--- config.mk ---
export PLATFORM = sky130hd
export DESIGN_NAME = pipeline_hazard_unit
export DESIGN_NICKNAME = d
export VERILOG_FILES = /design/src/rtl/pipeline_hazard_unit.sv
export SDC_FILE = /design/constraint.sdc
export NUM_CORES = 1
export LEC_CHECK = 0
export CORE_MARGIN = 4
export CORE_UTILIZATION = 48
export DETAILED_ROUTE_END_ITERATION = 10
export GPL_TIMING_DRIVEN = 0
export PLACE_DENSITY = 0.86
export RECOVER_POWER = 25
export SYNTH_ARGS = -nofsm -noshare
export SYNTH_HDL_FRONTEND = slang
export SYNTH_SLANG_ARGS = --single-unit
--- constraint.sdc ---
create_clock -name SYS_clk -period 3.1 [get_ports SYS_clk]
set_clock_uncertainty 0.2 [all_clocks]
set_input_delay 0.62 -clock SYS_clk [delete_from_list [all_inputs] [get_ports SYS_clk]]
set_output_delay 0.62 -clock SYS_clk [all_outputs]
set_load 0.005 [all_outputs]
--- src/rtl/pipeline_hazard_unit.sv ---
// rtl/pipeline_hazard_unit.sv - load-use hazard detection, F/D stall/flush control and EX forwarding selects
//
// Purpose: tracks in-flight register writes for the DEPTH back-end slots
// (slot 0 = EX .. slot DEPTH-1 = WB). It stalls decode on a load-use hazard,
// flushes F/D on a resolved branch/jump, and registers forwarding selects
// for the instruction entering EX. It also keeps saturating perf counters.
//
// Ports:
//   SYS_clk, SYS_reset       clock (state on falling edge), sync active-low reset
//   D_*                      decode-stage instruction fields
//   EX_flush                 taken branch/jump resolved in EX
//   perf_clear               synchronous counter clear
//   F_stall, D_stall         hold PC / hold IF/ID
//   D_bubble, D_flush        zero ID/EX / zero IF/ID
//   EX_fwd_a_sel/b_sel       registered operand sources for the EX instruction
//   sb_valid                 scoreboard valid bits (debug)
//   stall_cnt, flush_cnt     saturating performance counters

module pipeline_hazard_unit #(
    parameter int REG_ADDR_W = 5,
    parameter int DEPTH      = 3,
    parameter int LOAD_AVAIL = 2,
    parameter int CNT_W      = 16,
    parameter int SEL_W      = $clog2(DEPTH)
) (
    input  logic                  SYS_clk,
    input  logic                  SYS_reset,
    input  logic                  D_valid,
    input  logic [REG_ADDR_W-1:0] D_rs,
    input  logic [REG_ADDR_W-1:0] D_rt,
    input  logic                  D_rs_used,
    input  logic                  D_rt_used,
    input  logic                  D_RegWrite,
    input  logic [REG_ADDR_W-1:0] D_write_register,
    input  logic                  D_MemRead,
    input  logic                  EX_flush,
    input  logic                  perf_clear,
    output logic                  F_stall,
    output logic                  D_stall,
    output logic                  D_bubble,
    output logic                  D_flush,
    output logic [SEL_W-1:0]      EX_fwd_a_sel,
    output logic [SEL_W-1:0]      EX_fwd_b_sel,
    output logic [DEPTH-1:0]      sb_valid,
    output logic [CNT_W-1:0]      stall_cnt,
    output logic [CNT_W-1:0]      flush_cnt
);

    logic [DEPTH-1:0]                 sb_valid_q, sb_valid_d;
    logic [DEPTH-1:0][REG_ADDR_W-1:0] sb_dest_q,  sb_dest_d;
    logic [DEPTH-1:0]                 sb_load_q,  sb_load_d;
    logic [SEL_W-1:0]                 fwd_a_q, fwd_a_d;
    logic [SEL_W-1:0]                 fwd_b_q, fwd_b_d;
    logic [CNT_W-1:0]                 stall_cnt_q, stall_cnt_d;
    logic [CNT_W-1:0]                 flush_cnt_q, flush_cnt_d;

    logic             haz_a, haz_b;
    logic [SEL_W-1:0] sel_a, sel_b;
    logic             load_use;
    logic             flush;
    logic             new_valid;

    // Walk oldest to youngest so the youngest matching slot overwrites
    // whatever an older slot decided.
    always_comb begin
        haz_a = 1'b0;
        haz_b = 1'b0;
        sel_a = '0;
        sel_b = '0;
        for (int k = DEPTH - 1; k >= 0; k--) begin
            if (D_rs_used && (D_rs != '0) && sb_valid_q[k] && (sb_dest_q[k] == D_rs)) begin
                haz_a = sb_load_q[k] && (k < LOAD_AVAIL - 1);
                sel_a = (k <= DEPTH - 2) ? SEL_W'(k + 1) : '0;
            end
            if (D_rt_used && (D_rt != '0) && sb_valid_q[k] && (sb_dest_q[k] == D_rt)) begin
                haz_b = sb_load_q[k] && (k < LOAD_AVAIL - 1);
                sel_b = (k <= DEPTH - 2) ? SEL_W'(k + 1) : '0;
            end
        end
    end

    // Flush wins over stall; everything is held quiet during reset.
    assign flush    = SYS_reset & EX_flush;
    assign load_use = SYS_reset & D_valid & ~EX_flush & (haz_a | haz_b);

    assign F_stall  = load_use;
    assign D_stall  = load_use;
    assign D_bubble = load_use | flush;
    assign D_flush  = flush;

    assign new_valid = ~D_bubble & D_valid & D_RegWrite & (D_write_register != '0);

    always_comb begin
        sb_valid_d = {sb_valid_q[DEPTH-2:0], new_valid};
        sb_dest_d  = {sb_dest_q[DEPTH-2:0], D_write_register};
        sb_load_d  = {sb_load_q[DEPTH-2:0], D_MemRead};

        fwd_a_d = D_bubble ? '0 : sel_a;
        fwd_b_d = D_bubble ? '0 : sel_b;

        stall_cnt_d = stall_cnt_q;
        flush_cnt_d = flush_cnt_q;
        if (perf_clear) begin
            stall_cnt_d = '0;
            flush_cnt_d = '0;
        end else begin
            if (load_use && (stall_cnt_q != '1)) stall_cnt_d = stall_cnt_q + 1'b1;
            if (flush && (flush_cnt_q != '1))    flush_cnt_d = flush_cnt_q + 1'b1;
        end
    end

    // Falling edge, in step with the datapath stage registers.
    always_ff @(negedge SYS_clk) begin
        if (!SYS_reset) begin
            sb_valid_q  <= '0;
            sb_dest_q   <= '0;
            sb_load_q   <= '0;
            fwd_a_q     <= '0;
            fwd_b_q     <= '0;
            stall_cnt_q <= '0;
            flush_cnt_q <= '0;
        end else begin
            sb_valid_q  <= sb_valid_d;
            sb_dest_q   <= sb_dest_d;
            sb_load_q   <= sb_load_d;
            fwd_a_q     <= fwd_a_d;
            fwd_b_q     <= fwd_b_d;
            stall_cnt_q <= stall_cnt_d;
            flush_cnt_q <= flush_cnt_d;
        end
    end

    assign EX_fwd_a_sel = fwd_a_q;
    assign EX_fwd_b_sel = fwd_b_q;
    assign sb_valid     = sb_valid_q;
    assign stall_cnt    = stall_cnt_q;
    assign flush_cnt    = flush_cnt_q;

endmodule

==> summary.txt, run 1 <==
Yosys
  – Top-area cell type share of the netlist area: a little over two fifths
  – Syn Std Cell Area: 2410 um^2
  – Post-Synth Simple-Gate Area: 29.1%
  – Synth Instances: 261
  – Post-synth net total: 287
  – Unique masters post-synth: 48
  – Synth Register Bits: 50
  – Area share of xor/xnor cells in the synthesized design: 12.0%
  – Area leader, netlist: dfxtp_1
  – Post-synth EDFFs: 0
  – Average size of a mapped cell: 9.22 um^2
  – Top FF cell, synth: dfxtp_1
  – Post-synthesis compound-gate area fraction: 12.7%
  – Synth top area cells: dfxtp_1 42%, xnor2_1 6.2%, xor2_1 5.8%, and2_1 3.4%, nor2_1 3.0%
  – Synth warn: 0
  – Main combinational cell family by area after synthesis: simple AND/OR/NAND/NOR gates
  – Multiplexer area fraction after synthesis: 0.416%
  – Async SR Flop Fraction: 0%
  – Sequential fraction of the synthesis area: 41.6%
  – Post-Synth Adder-Cell Area: 1.04%

Die
  – Initial core utilization: 50.3%
  – Die width: 78.8 um
  – # rows: 25
  – Die height: 78.8 um
  – Num ports: 67

Clock tree
  – Root Driver: clkbuf_8
  – Total clock sinks: 50
  – CTS buffer count: 5
  – H-tree lvl count: 2
  – Longest Clk Path Bufs: 2

Outcome
  – Fail Step: global routing (5_1_grt)
  – Log Error: [ERROR DPL-0033] detailed placement checks failed during check placement.
  – Outcome: did not finish

Global route
  – Initial antenna violation count: 0
  – Pin count of the biggest net entering global routing: 17

Placement
  – Final GP Congestion: 0.806
  – Inst Count DP: 394
  – Post-DP Area: 3230 um^2
  – Final HPWL DP: 4.29 mm
  – Port Buffers: 66

STA
  – Crit. endpoint post-GRT repair: D_bubble
  – Worst End Pin Type: output port
[synthesized netlist by cell type, types with 4 or more instances]
| master | instances |
|---|---|
| a21oi_1 | 13 |
| and2_1 | 13 |
| clkbuf_1 | 7 |
| dfxtp_1 | 50 |
| inv_1 | 4 |
| nand2_1 | 14 |
| nand3_1 | 13 |
| nand4_1 | 9 |
| nor2_1 | 19 |
| nor3_1 | 7 |
| o21a_1 | 6 |
| o21ai_0 | 4 |
| o21ai_1 | 4 |
| o31ai_1 | 5 |
| or3_1 | 9 |
| or4_1 | 6 |
| xnor2_1 | 17 |
| xor2_1 | 16 |
[cell families after synthesis]
family / count (synthesis)
mux: 1
flops: 50
simple gates: 119
compound gates: 41
fa+ha+maj: 2
buf+inv: 15
xor+xnor: 33
[stage by stage]
step | TNS, ns | util, % | setup WS, ns | hold slack (ns)
after floorplan | -18.23 | - | -0.880 | 0.267
after global placement | -56.08 | 67.6 | -1.58 | 0.283
after detailed placement | -57.66 | 67.6 | -1.59 | 0.292
after CTS | -22.75 | 81.2 | -1.25 | 0.295
[repair_timing]
| action | CTS |
|---|---|
| hold buffers | 0 |
| cloned | 1 |
| gates resized for setup | 302 |
| buffers inserted | 43 |
| endpoints found under the hold margin | 0 |
| pin swaps | 22 |
| endpoints found under the setup margin | 89 |
==> run 2: changes to the inputs <==
Settings changed: CORE_UTILIZATION 48 to 35, PLACE_DENSITY 0.86 to default, PLACE_DENSITY_LB_ADDON from default to 0.15.
==> summary.txt, run 2 <==
Hold path
  – HP Start: sb_valid[1]
  – Hold Path Class: reg2reg

Placement
  – Final GP Congestion: 0.772 (was 0.806)
  – Dpl ws: -1.61 ns (was -1.59 ns)
  – Final HPWL DP: 4.39 mm (was 4.29 mm)
  – Port Buffers: 66 (unchanged)

Setup path
  – Critical Path RT: 2.28 ns
  – Worst path bufs/invs: 2
  – Crit path max-delay family: simple AND/OR/NAND/NOR gates
  – CP dominant cell by count: buf_6
  – Worst setup EP type: output port
  – Maximum fanout along the worst path: 3
  – CP Class: reg2out
  – Slowest stage delay, CP: ~0.43 ns
  – Crit path from: sb_dest_d[6]
  – Slowest-stage cell, CP: or3_4
  – Reg2reg start: flush_cnt[2]
  – Critical path arrival: 3.49 ns
  – Startpoint Class: register
  – Crit-path cells: xnor2_2 -> nand4_1 -> or3_4 -> a21oi_4 -> buf_6 -> or2_4 -> buf_6

STA
  – Final setup violation count: 72
  – Slew HR: 70.0%
  – Final hold vios: 0
  – TNS Setup: -21.16 ns
  – RSZ-0062 raised after global routing: yes
  – Worst slew pin tran: 0.449 ns
  – Slack of the critical path: -1.21 ns
  – Fin. max-slew vios: 0

Global route
  – Tot GR Track Use: 17.4%
  – Pin count of the biggest net entering global routing: 14
  – Vias in the first global route: 2,603
  – GRT overflow: 0
  – Initial antenna violation count: 0
  – First-pass GRT wire length: roughly 12 mm

Yosys
  – Top-area cell type share of the netlist area: 41.6% (unchanged)
  – Area leader, netlist: dfxtp_1 (unchanged)
  – Top FF cell, synth: dfxtp_1 (unchanged)
  – Synth warn: 0 (unchanged)
  – Average size of a mapped cell: 9.22 um^2 (unchanged)
  – Most frequent cells after synthesis: 50 x dfxtp_1, 19 x nor2_1, 17 x xnor2_1, 16 x xor2_1, 14 x nand2_1 (unchanged)
  – Post-synth net total: 287 (unchanged)
  – Sequential fraction of the synthesis area: 41.6% (unchanged)
  – Async SR Flop Fraction: 0% (unchanged)
  – Syn Std Cell Area: 2410 um^2 (unchanged)
  – Synth Register Bits: 50 (unchanged)
  – Synth Instances: 261 (unchanged)
  – Post-synth EDFFs: 0 (unchanged)
  – Unique masters post-synth: 48 (unchanged)
  – Synth top area cells: dfxtp_1 42%, xnor2_1 6.2%, xor2_1 5.8%, and2_1 3.4%, nor2_1 3.0% (unchanged)
  – Most frequent cell after synthesis: dfxtp_1 (unchanged)

Clock tree
  – Longest Clk Path Bufs: 2 (unchanged)
  – CTS buffer count: 5 (unchanged)
  – Worst-skew pair later-pin latency: roughly 0.38 ns
  – H-tree lvl count: 2 (unchanged)
  – CTS tree: built
  – Root Driver: clkbuf_8 (unchanged)
  – Reg clk slew, reported paths: 0.04 ns
  – Total clock sinks: 50 (unchanged)

Flow run
  – MaxCap Viol Count: 0

Finish
  – Share of layout cells above drive strength 1: 51.3%
  – Most frequent cells in the layout: 58 x buf_4, 55 x inv_1, 48 x buf_6
  – Final net count: 478
  – Area Growth Syn to Fin: 82.8%
  – Antenna fix cells: 0
  – Most common cell after layout, fill and taps aside: buf_4

Die
  – Die width: 90.9 um (was 78.8 um)
  – # rows: 29 (was 25)
  – Num ports: 67 (unchanged)
  – Initial core utilization: 37.0% (was 50.3%)
  – Die height: 90.9 um (was 78.8 um)
  – Die ar.: 8260 um^2
  – Core box area: ~6500 um^2

Power
  – Static Leakage: around 0.002 uW
  – Power per cell area: 320 nW/um^2
  – Max VDD drop: ~0.00019 V

Routing
  – Post-route ant nets: 0
  – DRT iter0 DRCs: 69
  – DR pass1 iterations: 4
  – Via-to-Cell Ratio: approximately 5
  – WL/cell: 14.3 um
  – Drt total wl: 7.58 mm
  – Via count: between 2,000 and 3,000
  – Post-route DRC: 0

Outcome
  – Outcome: complete, but fails checks (was did not finish)
  – Violated checks: negative setup slack
## run 2: logic make-up (layout without fill, tap and decap cells)
kind of cell | Yosys count | count (layout) | share of synthesized area, %
buf+inv | 15 | 206 | 3.12
mux | 1 | 1 | 0.416
xor+xnor | 33 | 33 | 12.0
compound gates | 41 | 41 | 12.7
flops | 50 | 50 | 41.6
fa+ha+maj | 2 | 2 | 1.04
simple gates | 119 | 119 | 29.1
## run 2: timing repair
item / 4_1_cts / 5_1_grt
hold buffers: 0 / 0
gates cloned: 1 / 1
resized for setup: 328 / 63
pin swaps: 21 / 33
endpoints found under the setup margin: 89 / 78
buffers inserted: 48 / 28
hold endpoints to repair: 0 / 0
## run 2: path summary, 6_finish.rpt
path | end | slack, ns | cells after the start
worst max-delay path | D_bubble | -1.21 | 7
worst min-delay path | sb_valid[2] | 0.32 | 1
worst max register to register | flush_cnt[1] | 0.59 | 9
worst min register to register | sb_valid[2] | 0.32 | 1
## run 2: worst register-to-register path: cells and delay by family (launching register included)
kind	cells	cell delay, ns
AND/OR/NAND/NOR	5	1.10
flip-flops	1	0.35
multiplexers	1	0.19
buffers and inverters	3	0.54
## run 2: where the power goes
group	total [uW]	switching, uW	internal, uW
logic	138	55.2	82.7
registers	653	10.1	643
clock network	616	382	234
## run 2: routing by layer
metal	GRT usage (%)	vias to the layer above	part of all wire, %
met1	20.7	1269	42
met4	7.29	0	1.1
met3	6.42	8	5.4
met2	28.4	66	51
met5	0	-	0
li1	-	1311	-
## run 2: final cells by class
cell class / count / area (um^2)
fillers: 528 / 2100
multi-input cells: 196 / 1610
repair buffers: 135 / 1220
flip-flops and latches: 50 / 1090
clock inverters: 52 / 195
plain buffers: 11 / 105
well taps: 77 / 96.3
clock buffers: 5 / 68.8
inverters: 3 / 11.3
## run 2: stage by stage
stage                     total power, uW  instance area, um^2  utilization, %  instances  hold WS, ns
after floorplan                       825                 2490               -        261        0.267
after global placement                880                 3250            50.0        404        0.289
after detailed placement              881                 3250            50.0        404        0.293
after CTS                            1420                 3980            61.3        509        0.305
after global routing                 1500                 4400            67.7        529        0.330
final                                1410                 4400            67.7        529        0.318
Power figures use the tool's default switching activity.
